### src/rtl/mc14500_pkg.sv
// Shared MC14500 definitions: the 4-bit instruction opcode set used by the
// sequencer and anything decoding the program stream.
package mc14500_pkg;

    typedef enum logic [3:0] {
        NOPO = 4'h0,
        LD   = 4'h1,
        LDC  = 4'h2,
        AND  = 4'h3,
        ANDC = 4'h4,
        OR   = 4'h5,
        ORC  = 4'h6,
        XNOR = 4'h7,
        STO  = 4'h8,
        STOC = 4'h9,
        IEN  = 4'hA,
        OEN  = 4'hB,
        JMP  = 4'hC,
        RTN  = 4'hD,
        SKZ  = 4'hE,
        NOPF = 4'hF
    } opcode_e;

endpackage

### src/rtl/return_stack.sv
// Return-address stack for the instruction sequencer. Push wins over pop;
// a push when full or a pop when empty is ignored.
module return_stack #(
    parameter int ADDR_W      = 8,
    parameter int STACK_DEPTH = 4
) (
    input  logic                             clk,
    input  logic                             reset,
    input  logic                             push,
    input  logic                             pop,
    input  logic [ADDR_W-1:0]                push_data,
    output logic [ADDR_W-1:0]                top,
    output logic                             full,
    output logic                             empty,
    output logic [$clog2(STACK_DEPTH+1)-1:0] depth
);

    localparam int DW = $clog2(STACK_DEPTH + 1);
    localparam int IW = (STACK_DEPTH > 1) ? $clog2(STACK_DEPTH) : 1;

    // Storage is rounded up to a power of two so every index value is in range.
    logic [ADDR_W-1:0] mem [0:(1 << IW) - 1];
    logic [DW-1:0]     count;
    logic [IW-1:0]     top_idx;
    logic [IW-1:0]     wr_idx;

    assign top_idx = IW'(count - DW'(1));
    assign wr_idx  = IW'(count);
    assign full    = (count == DW'(STACK_DEPTH));
    assign empty   = (count == '0);
    assign top     = mem[top_idx];
    assign depth   = count;

    always_ff @(posedge clk) begin
        if (reset) begin
            count <= '0;
        end else if (push && !full) begin
            mem[wr_idx] <= push_data;
            count       <= count + DW'(1);
        end else if (pop && !empty) begin
            count <= count - DW'(1);
        end
    end

endmodule

### src/rtl/instruction_sequencer.sv
// MC14500-style instruction sequencer: decodes JMP/RTN/SKZ/NOP flags and
// drives program counter loads, with a one-instruction skip and return stack.
module instruction_sequencer
    import mc14500_pkg::*;
#(
    parameter int ADDR_W      = 8,
    parameter int STACK_DEPTH = 4
) (
    input  logic                             clk,
    input  logic                             reset,
    input  logic                             run,
    input  logic [ADDR_W-1:0]                pc_addr,
    input  logic [3:0]                       opcode,
    input  logic [ADDR_W-1:0]                operand,
    input  logic                             rr,
    output logic                             pc_write,
    output logic [ADDR_W-1:0]                pc_target,
    output logic                             squash,
    output logic                             jmp_flag,
    output logic                             rtn_flag,
    output logic                             flag_o,
    output logic                             flag_f,
    output logic                             stack_err,
    output logic [$clog2(STACK_DEPTH+1)-1:0] depth
);

    opcode_e           op;
    logic              skip_q;
    logic              err_q;
    logic              active;
    logic              push;
    logic              pop;
    logic              full;
    logic              empty;
    logic [ADDR_W-1:0] top;
    logic [ADDR_W-1:0] pc_inc;

    assign op        = opcode_e'(opcode);
    assign pc_inc    = pc_addr + ADDR_W'(1);
    assign active    = !reset && run && !skip_q;
    assign squash    = !reset && skip_q;
    assign stack_err = err_q;

    return_stack #(
        .ADDR_W      (ADDR_W),
        .STACK_DEPTH (STACK_DEPTH)
    ) u_stack (
        .clk       (clk),
        .reset     (reset),
        .push      (push),
        .pop       (pop),
        .push_data (pc_inc),
        .top       (top),
        .full      (full),
        .empty     (empty),
        .depth     (depth)
    );

    // A stall reloads the current address so the PC holds without a separate enable.
    always_comb begin
        pc_write  = 1'b0;
        pc_target = pc_inc;
        jmp_flag  = 1'b0;
        rtn_flag  = 1'b0;
        flag_o    = 1'b0;
        flag_f    = 1'b0;
        push      = 1'b0;
        pop       = 1'b0;
        if (!reset && !run) begin
            pc_write  = 1'b1;
            pc_target = pc_addr;
        end else if (active) begin
            case (op)
                JMP: begin
                    pc_write  = 1'b1;
                    pc_target = operand;
                    jmp_flag  = 1'b1;
                    push      = !full;
                end
                RTN: begin
                    rtn_flag = 1'b1;
                    if (!empty) begin
                        pc_write  = 1'b1;
                        pc_target = top;
                        pop       = 1'b1;
                    end
                end
                NOPO:    flag_o = 1'b1;
                NOPF:    flag_f = 1'b1;
                default: ;
            endcase
        end
    end

    // Any instruction that passes with run=1 consumes a pending skip.
    always_ff @(posedge clk) begin
        if (reset) begin
            skip_q <= 1'b0;
            err_q  <= 1'b0;
        end else if (run) begin
            skip_q <= !skip_q && (op == SKZ) && !rr;
            if (active && (((op == JMP) && full) || ((op == RTN) && empty))) begin
                err_q <= 1'b1;
            end
        end
    end

endmodule
### config.mk
export PLATFORM = sky130hd
export DESIGN_NAME = instruction_sequencer
export DESIGN_NICKNAME = d
export VERILOG_FILES = /design/src/rtl/mc14500_pkg.sv /design/src/rtl/return_stack.sv /design/src/rtl/instruction_sequencer.sv
export SDC_FILE = /design/constraint.sdc
export NUM_CORES = 1
export LEC_CHECK = 0
export ABC_AREA = 1
export BUFFER_PORTS_ARGS = -buffer_cell sky130_fd_sc_hd__buf_2
export CAP_MARGIN = 5
export CORE_ASPECT_RATIO = 1.25
export CORE_UTILIZATION = 55
export CTS_CLUSTER_DIAMETER = 50
export DETAILED_ROUTE_END_ITERATION = 12
export PLACE_DENSITY = 0.79
export SLEW_MARGIN = 25
export SYNTH_ARGS = -nofsm -noshare
export SYNTH_HDL_FRONTEND = slang
export SYNTH_HIERARCHICAL = 1
export SYNTH_SLANG_ARGS = --single-unit
### constraint.sdc
create_clock -name clk -period 3.2 [get_ports clk]
set_clock_uncertainty 0.05 [all_clocks]
set_input_delay 0.32 -clock clk [delete_from_list [all_inputs] [get_ports clk]]
set_output_delay 0.32 -clock clk [all_outputs]
set_load 0.005 [all_outputs]
Word-level counts from Yosys, hierarchy flattened
Memories as Yosys holds them, arrays and structs flattened. Index checks and enable logic that the tools add are counted.

Register bits after elaboration: 5. Bits in latches: 0. RAM bits: 32. ROM bits: 0. Input port bits: 24. Output and inout bits: 18. Logic and storage cells: 65. Memories: 1.

Memory list: u_stack.mem (words 4, width 8, read ports 1, clocked after memory_dff 0, wr ports 1, RTL line return_stack.sv:22) `logic [ADDR_W-1:0] mem [0:(1 << IW) - 1];`.

Add/subtract/negate cells: 3. Multiply operators: 0. Div/mod/pow operators: 0. Magnitude comparators: 0. Eq/ne operators: 5. Shift-type cells: 0. Mux-type cells: 31. Bitwise operators: 0. Reduce and logical (&&, ||, !) cells: 22.

Operators with widths (number): 1-bit two-way mux (24); 8-bit two-way mux (3); 4-bit == test (second input constant) (4); 8-bit case mux with 2 select lines (1); 1-bit logical AND (11); 8-bit by 1-bit adder with 8-bit output (second input constant) (1); 1-bit logical NOT (6); 3-bit two-way mux (2); 4-bit logical NOT (1); 3-bit by 1-bit adder with 3-bit output (second input constant) (1); 3-bit == test (second input constant) (1); 3-bit logical NOT (1); 3-bit by 1-bit subtractor with 3-bit output (second input constant) (1); 1-bit case mux with 2 select lines (1); 2-bit AND reduction (1); 2-bit nonzero test (1); 1-bit logical OR (1).

Logic depth before layout (Yosys ltp)
Gate-level depths: netlist of the first run.

Depth in word-level cells: 9. Gate-level depth with buffers: 14. Depth with buffers taken out: 13.

Cells and area by module
The synthesis of the first run kept the hierarchy.

By module, submodules not included: return_stack (instances 1, cells each 123, area an instance 1476.4 um^2, seq. area each 1021.0 um^2); instruction_sequencer (instances 1, cells each 152, area an instance 790.8 um^2, seq. area each 40.0 um^2).

Worst setup path after synthesis of the first run
OpenSTA, ideal clock, no wires.

Path type: register to register. From: register u_stack.count[0] (netlist: u_stack/depth[0]). To: memory u_stack.mem[2][0] (enable). Library setup time: 371 ps. Arrival: 2023 ps. Data required time: 2779 ps. Path slack: 757 ps. Cell stages (with the launch flop): 11. Buffers on the path: 1. Clock period less this slack: 2443 ps. Path through: dfxtp_1 -> inv_2 -> buf_6 -> ha_1 -> nand2_1 -> inv_1 -> nor3_1 -> inv_1 -> a21oi_1 -> nand2_1 -> nor2_1.

Longest elaborated chain between the ends: 9.

RTL lines: start: declaration (RTL line return_stack.sv:23) `logic [DW-1:0] count;`; start signal: assignment (RTL line return_stack.sv:39) `count <= count + DW'(1);`; start signal: assignment (RTL line return_stack.sv:41) `count <= count - DW'(1);`; 3-bit == test (RTL line return_stack.sv:29) `assign full = (count == DW'(STACK_DEPTH));`; via full (RTL line instruction_sequencer.sv:33) `logic full;`; 1-bit logical NOT (RTL line instruction_sequencer.sv:78) `push = !full;`; 1-bit two-way mux (RTL line instruction_sequencer.sv:73) `case (op)`; 1-bit two-way mux (RTL line instruction_sequencer.sv:72) `end else if (active) begin`; 1-bit two-way mux (RTL line instruction_sequencer.sv:69) `if (!reset && !run) begin`; via push (RTL line instruction_sequencer.sv:31) `logic push;`; 1-bit logical AND (RTL line return_stack.sv:37) `end else if (push && !full) begin`; 1-bit two-way mux (RTL line return_stack.sv:37); 1-bit two-way mux (RTL line return_stack.sv:35) `if (reset) begin`; 1-bit two-way mux (not written as such) (RTL line return_stack.sv:38) `mem[wr_idx] <= push_data;`; end: declaration (RTL line return_stack.sv:22).

The timed path passes the listed nets, and every way through them passes these cells.

Worst setup path after layout of the first run
From: register u_stack.count[0] (netlist: u_stack/depth[0]). To: output pc_target[1].

Longest elaborated chain between the ends: 6.

RTL lines: 3-bit by 1-bit subtractor with 3-bit output; memory read 4 x 8 bit; via top[1] (RTL line instruction_sequencer.sv:35) `logic [ADDR_W-1:0] top;`; 8-bit two-way mux (RTL line instruction_sequencer.sv:82) `if (!empty) begin`; 8-bit case mux with 2 select lines (RTL line instruction_sequencer.sv:73); 8-bit two-way mux (RTL line instruction_sequencer.sv:72); 8-bit two-way mux (RTL line instruction_sequencer.sv:69); end: declaration (RTL line instruction_sequencer.sv:17) `output logic [ADDR_W-1:0] pc_target,`.

The timed path passes the listed nets, and every way through them passes these cells.

==> metrics.md, run 1 <==
| Metric | Value |
|---|---|
| Maximum vdd ir drop | approximately 360 uV |
| FMAX | roughly 0.36 GHz |
| Internal power | ~880 uW |
| Worst Hold Slack | between 0.15 and 0.2 ns |
| Share of power burned in registers | between 40% and 50% |
| Drt via density | between 5 and 6 |
| Starting Density | around 58% |
| Worst R2R Path Depth | 10 |
| Post-route clock period utilization | between 80 and 90% |
| Uppermost layer routed | met4 |
| Most common cell after layout, fill and taps aside | nand2_1 |
| Crit-path max FO | 21 |
| Final TNS setup | 0 ns |
| GRT Residual Overflow | 0 |
| Final setup fails | 0 |
| Area growth, synth to finish | 18.2% |
| Minimum clock period | about 2.8 ns |
| Buffers on Ports | 41 |
| Routed wl met3 | 271 um |
| Setup crit end | pc_target[1] |
| Max Buffers Root-to-Sink | 2 |
| Clock Power Share | roughly two fifths |
| Crit. Startpoint | u_stack/depth[0] |
| TritonCTS buffer count | 5 |
| Slew Viols, Final | 0 |
| Layout cells sized above 1 | between 20 and 25% |
| Dpl ws | 0.791 ns |
| Post-cts resize count | 0 |
| RSZ-0062 raised after global routing | no |
| Clock slew at reported path FFs | approximately 0.07 ns |
| IO Pins | 42 |
| Hold_sp | rr |
| MaxCap Viol Count | 0 |
| Critical path class | flop to output port |
| Worst hold path class | input port to flop |
| Post-synth EDFFs | 32 |
| Synth Cell Area | between 2000 and 2500 sq um |
| Largest net degree at the start of global routing | 22 |
| Number of global-route vias before repair | between 1500 and 2000 |
| Met2 Wirelength | 2740 um |
| Remaining routing DRC violations | 0 |
| Yosys cell types | 29 |
| Multiplexer area fraction after synthesis | 0% |
| Least-Margin Pin Slew | about 0.42 ns |
| Initial antenna violation count | 0 |
| Post-synth top area cell | edfxtp_1 |
| Largest family of logic cells by synthesized area | simple AND/OR/NAND/NOR gates |
| Post-Synth XOR/XNOR Area | less than 1% |
| CP cell instances | inv_2 -> ha_1 -> inv_1 -> o21ai_0 -> o22ai_1 -> nand2_1 -> nand2_1 -> nand2_1 -> nand3_1 -> nand2_1 -> nand2_1 -> nand2_1 -> nand2_1 -> buf_2 |
| WP data required | between 2 and 3 ns |
| Placeable Area | a little under 4000 sq um |
| Part of the Yosys area used for sequential elements | 46.8% |
| LEAKAGE | 1.23 nW |
| Die Span X | 59.4 um |
| Final worst slack | 0.405 ns |
| Setup Buffers After CTS | 0 |
| Capturing point of the worst reg2reg path | u_stack/mem[3][6] |
| Pwr Density | between 400 and 500 nW/um^2 |
| Crit end category | output port |
| Die Y | ~74 um |
| Top cells by area, synth | edfxtp_1 (42%), nand2_1 (12%), nor2_1 (6.6%), nand3_1 (6.2%), dfxtp_1 (4.4%) |
| Outcome | complete, no violations |
| Die area | roughly 4400 sq um |
| Simple-Gate Fraction of Synth Area | 32.2% |
| Switch share | between 20% and 30% |
| Post-synth ARST share | 0% |
| Adder-cell area share of the yosys netlist | 3.86% |
| Synthesized Nets | 306 |
| Global-route wire length before repair | ~8500 um |
| CTS Sinks | 37 |
| Hold-fix buffers, CTS | 0 |
| CTS root buf | clkbuf_8 |
| Most frequent cells in the layout | nand2_1 (73), buf_2 (41), nor2_1 (40) |
| Post-route ant nets | 0 |
| Antenna diode count | 0 |
| Primary FF master, synth | edfxtp_1 |
| Row count | 25 |
| Finished Core Util | between 60 and 70% |
| H-tree depth | 2 |
| Final Hold Vio Count | 0 |
| R2r setup slk | a little under 0.9 ns |
| Switching power | roughly 250 uW |
| R2R Path Start | u_stack/depth[0] |
| Global Route Usage Sum | 26.5% |
| Yosys warning total | 6 |
| Nets | around 360 |
| CP max stage delay | between 0.3 and 0.4 ns |
| Pre-antenna DRT Iters | 4 |
| Post-Route WL | 5170 um |
| Cells after synthesis | about 280 |
| Wire length on met1 | roughly 2100 um |
| Synth Area in Compound Gates | a little under a tenth |
| Post-synthesis register bit count | 37 |
| CTS tree | done |
| Most used cell, CP | nand2_1 |
| Critical path launch point type | flop |
| Dpl hpwl | slightly below 4000 um |
| Slowest-stage cell, CP | ha_1 |
| Routed via count | ~2000 |
| Slew HR | between 70 and 80% |
| Iter 0 DRT Violations | 105 |
| Post-Syn Area per Cell | 8.24 sq um |
| Top-area cell type share of the netlist area | 42.4% |
| Worst-skew pair later-pin latency | between 0.2 and 0.3 ns |
| Placer congestion estimate | about 0.84 |
| Per-cell routed wire length | about 14 um |
| Fillers | 331 |
| Part of the power in combinational logic | 11.2% |
| Crit path DAT | 2.42 ns |
==> Yosys cell counts, types with 2 or more instances <==
master    instances
a21oi_2           4
inv_1            21
nand2_1          73
inv_2             6
nand3b_1          3
o22ai_1           8
nand2_4           4
o21ai_0          17
edfxtp_1         32
a21oi_1           4
buf_6             3
nor2_1           40
nor3_1            2
nor2_2            2
ha_1              7
o21bai_1          2
nand2_2           2
nor2_8            2
dfxtp_1           5
nor4_1            2
nand3_1          28
==> state kept, by name, summed over array words and instances (netlist names) <==
name,count
skip_q,1
u_stack/depth,3
stack_err,1
u_stack/mem,32
==> cells by family (layout without fill, tap and decap cells) <==
logic type / count (synthesis) / in the layout
adder cells (fa/ha/maj): 7 / 7
AND/OR/NAND/NOR: 159 / 159
buffers and inverters: 35 / 86
AO/OA/AOI/OAI: 36 / 36
XOR/XNOR: 1 / 1
flip-flops: 37 / 37
==> critical path: cells and delay by family, from the launching register on <==
family	cells	cell delay (ns)
buffers and inverters	3	0.60
and+or+nand+nor	8	0.51
DFF	1	0.32
adders and majority gates	1	0.38
AOI/OAI and AO/OA	2	0.32
==> routing by layer <==
| layer | track usage, % | vias up |
|---|---|---|
| met5 | 0 | - |
| met4 | 11.6 | 0 |
| met3 | 4.40 | 4 |
| met2 | 44.3 | 68 |
| met1 | 33.3 | 927 |
| li1 | - | 1014 |
==> area by class of cell <==
class / instances / area [sq um] / share of cell area (%)
tap: 54 / 67.6 / 2.52
clock buffer: 5 / 68.8 / 2.57
multi-input combinational: 203 / 1040 / 38.8
inverter: 30 / 120 / 4.48
timing repair buffer: 48 / 258 / 9.62
clock inverter: 3 / 65.1 / 2.43
sequential: 37 / 1060 / 39.6
==> power by group through the flow <==
| stage | sequential, mW | combinational [mW] | clock (mW) |
|---|---|---|---|
| after floorplan | 0.538 | 0.0779 | 0 |
| after global placement | 0.538 | 0.123 | 0 |
| after detailed placement | 0.538 | 0.125 | 0 |
| after CTS | 0.527 | 0.126 | 0.478 |
| after global routing | 0.527 | 0.143 | 0.499 |
| final | 0.527 | 0.127 | 0.474 |
==> worst min path at each step <==
stage	cells after the start	end
2_1_floorplan	1	u_stack/depth[1]
4_1_cts	2	skip_q
3_3_place_gp	2	stack_err
3_5_place_dp	2	stack_err
6_report	2	skip_q
5_1_grt	2	skip_q
==> through the flow <==
stage               instance area (sq um)  cells  total power [mW]
floorplan                            2270    275             0.616
global placement                     2550    372             0.661
detailed placement                   2550    372             0.663
CTS                                  2680    380              1.13
global route                         2680    380              1.17
finish                               2680    380              1.13
Note: power is estimated with default switching activity, not from simulation.
==> inputs of run 2 (changes only) <==
CORE_UTILIZATION = 56   (was 55)
PLACE_DENSITY = 0.8   (was 0.79)
SYNTH_HIERARCHICAL = not set   (was 1)
==> run 2 against run 1 <==
Against the previous run: power decreased by 0.13%; die area is 0.89% lower; hold slack barely moved; fmax rose by 6.6%; first-iteration DRC count grew 7.6%; combinational power down 13%; sequential share of layout area rose by 0.074 points; core utilization increased by 0.43 points; worst setup slack better by 0.17 ns.
==> metrics.md, run 2 <==
| Metric | Value |
|---|---|
| Outcome | complete, no violations (unchanged) |
| WP data required | 2.83 ns (about the same) |
| Die Y | 73.5 um (was 73.8 um) |
| Post-route ant nets | 0 (unchanged) |
| Initial antenna violation count | 0 (unchanged) |
| Pwr Density | 421 nW/um^2 (about the same) |
| Worst hold path class | input port to flop (unchanged) |
| Part of the Yosys area used for sequential elements | 46.4% (was 46.8%) |
| Yosys cell types | 27 (was 29) |
| Max Buffers Root-to-Sink | 2 (unchanged) |
| Critical path class | flop to output port (unchanged) |
| Most frequent cells in the layout | nand2_1 (93), inv_1 (41), buf_2 (41) (was nand2_1 (73), buf_2 (41), nor2_1 (40)) |
| Met3 GRT Util | 5.28% (was 4.40%) |
| CTS root buf | clkbuf_8 (unchanged) |
| Die area | 4350 sq um (was 4380 sq um) |
| Crit-path max FO | 10 (was 21) |
| Most common cell after layout, fill and taps aside | nand2_1 (unchanged) |
| H-tree depth | 2 (unchanged) |
| Post-synth top area cell | edfxtp_1 (unchanged) |
| Crit path DAT | 2.25 ns (was 2.42 ns) |
| Hold-fix buffers, CTS | 0 (unchanged) |
| Maximum vdd ir drop | 243 uV (was 363 uV) |
| Internal power | 882 uW (about the same) |
| Share of power burned in registers | 46.8% (about the same) |
| Switch share | 21.7% (was 21.8%) |
| Top-area cell type share of the netlist area | 42.0% (was 42.4%) |
| Per-cell routed wire length | 12.1 um (was 13.6 um) |
| Die Span X | 59.2 um (was 59.4 um) |
| Post-synthesis register bit count | 37 (unchanged) |
| Remaining routing DRC violations | 0 (unchanged) |
| LEAKAGE | 1.33 nW (was 1.23 nW) |
| Global Route Usage Sum | 24.4% (was 26.5%) |
| Starting Density | 59.4% (was 58.5%) |
| Top cells by area, synth | edfxtp_1 (42%), nand2_1 (15%), inv_1 (6.7%), nand3_1 (6.1%), dfxtp_1 (4.4%) (was edfxtp_1 (42%), nand2_1 (12%), nor2_1 (6.6%), nand3_1 (6.2%), dfxtp_1 (4.4%)) |
| GRT Residual Overflow | 0 (unchanged) |
| Total power | 1.13 mW (about the same) |
| Placeable Area | 3850 sq um (was 3880 sq um) |
| Clock Power Share | 43.3% (was 42.0%) |
| Crit end category | output port (unchanged) |
| Primary FF master, synth | edfxtp_1 (unchanged) |
| Largest register FFs | 32 (unchanged) |
| Area growth, synth to finish | 17.0% (was 18.2%) |
| FMAX | 0.381 GHz (was 0.358 GHz) |
| Switching power | 245 uW (was 246 uW) |
| Drt via density | 5.03 (was 5.30) |
| CTS Sinks | 37 (unchanged) |
| Synth Cell Area | 2290 sq um (was 2270 sq um) |
| Met1 Use GR | 29.9% (was 33.3%) |
| Cells after synthesis | 286 (was 275) |
| Post-synth ARST share | 0% (unchanged) |
| Final Hold Vio Count | 0 (unchanged) |
| Synthesized Nets | 316 (was 306) |
| MaxCap Viol Count | 0 (unchanged) |
| Placer congestion estimate | 0.881 (was 0.836) |
| Most frequent cell after synthesis | nand2_1 (unchanged) |
| Setup Buffers After CTS | 0 (unchanged) |
| Post-synth EDFFs | 32 (unchanged) |
| Final setup fails | 0 (unchanged) |
| GRT met2 Usage | 40.3% (was 44.3%) |
| Most instantiated cells after synthesis | nand2_1 (93), inv_1 (41), edfxtp_1 (32), nand3_1 (28), nor2_1 (23) (was nand2_1 (73), nor2_1 (40), edfxtp_1 (32), nand3_1 (28), inv_1 (21)) |
| Post-Syn Area per Cell | 8.00 sq um (was 8.24 sq um) |
| Pre-antenna DRT Iters | 4 (unchanged) |
| Post-cts resize count | 0 (unchanged) |
| Finished Core Util | 69.5% (was 69.1%) |
| Antenna diode count | 0 (unchanged) |
| Minimum clock period | 2.62 ns (was 2.79 ns) |
| Top reg by flops | u_stack.mem (was u_stack/mem) |
| Most Crowded Layer GR | met2 (unchanged) |
| Post-Route WL | 4650 um (was 5170 um) |
| Final TNS setup | 0 ns (unchanged) |
| RSZ-0062 raised after global routing | no (unchanged) |
| Least-Margin Pin Slew | 0.855 ns (was 0.422 ns) |
| Buffers on Ports | 41 (unchanged) |
| Layout cells sized above 1 | 23.0% (was 24.2%) |
| Number of global-route vias before repair | 1734 (was 1898) |
| Slew Viols, Final | 0 (unchanged) |
| Global-route wire length before repair | 7730 um (was 8480 um) |
| Part of the power in combinational logic | 9.9% (was 11.2%) |
| TritonCTS buffer count | 5 (unchanged) |
| Yosys warning total | 0 (was 6) |
| Post-route clock period utilization | 81.9% (was 87.3%) |
| Row count | 25 (unchanged) |
| Dpl ws | 0.918 ns (was 0.791 ns) |
| CTS tree | done (unchanged) |
| Routed via count | 1937 (was 2013) |
| Critical path launch point type | flop (unchanged) |
| IO Pins | 42 (unchanged) |
| Worst-skew pair later-pin latency | 0.29 ns (was 0.28 ns) |
| Total placed cells including tap cells | 377 (was 372) |
| Largest net degree at the start of global routing | 21 (was 22) |
| Clock slew at reported path FFs | 0.07 ns (about the same) |
| Nets | 360 (was 356) |
| Dpl hpwl | 3470 um (was 3840 um) |
| Slew HR | 42.8% (was 71.8%) |
| Final worst slack | 0.579 ns (was 0.405 ns) |
| Non-filler cells, final | 385 (was 380) |
| Iter 0 DRT Violations | 113 (was 105) |
## run 2: logic make-up after synthesis
kind of cell / share of synthesized area [%]
AND/OR/NAND/NOR: 35.8
AO/OA/AOI/OAI: 4.70
adder cells (fa/ha/maj): 3.28
flip-flops: 46.4
buffers and inverters: 9.46
XOR/XNOR: 0.383
## run 2: routing by layer
layer	share of wire (%)	vias up	wire, um
met1	43	866	2000
met2	49	63	2300
met5	0	-	0
met4	2.6	0	121
met3	5.0	9	232
li1	-	999	-
## run 2: power groups by stage
stage                     clock, mW  sequential (mW)  combinational (mW)
after floorplan                   0            0.538              0.0655
after global placement            0            0.538               0.108
after detailed placement          0            0.538               0.110
after CTS                     0.488            0.527               0.111
after global routing          0.505            0.527               0.124
final                         0.488            0.527               0.111
## run 2: area by class of cell
type / count / area (sq um)
clock inverters: 3 / 68.8
fillers: 329 / 1170
multi-input cells: 195 / 1010
repair buffers: 42 / 213
well taps: 54 / 67.6
clock buffers: 5 / 68.8
flip-flops and latches: 37 / 1060
inverters: 49 / 186
## run 2: worst paths after layout
kind	startpoint	endpoint	slack [ns]	cells after the start
setup / recovery	u_stack.depth[1]	pc_target[7]	0.58	9
hold / removal	reset	stack_err	0.19	2
setup reg to reg	u_stack.depth[0]	u_stack.mem[0][1]	1.07	5
hold reg to reg	stack_err	stack_err	0.47	2
## run 2: through the flow
stage	cell area (sq um)	hold WS [ns]
6_report	2680	0.192
5_1_grt	2680	0.205
4_1_cts	2680	0.190
3_5_place_dp	2540	0.447
3_3_place_gp	2540	0.444
2_1_floorplan	2290	0.339
## run 2: worst max-delay path: stages, from the launching register on
cell	delay, ns
dfxtp_1	0.40
inv_1	0.10
ha_1	0.49
clkinv_1	0.32
nand3_1	0.17
nand2_1	0.06
nor2_1	0.13
nor2_1	0.05
a21oi_1	0.11
buf_2	0.12
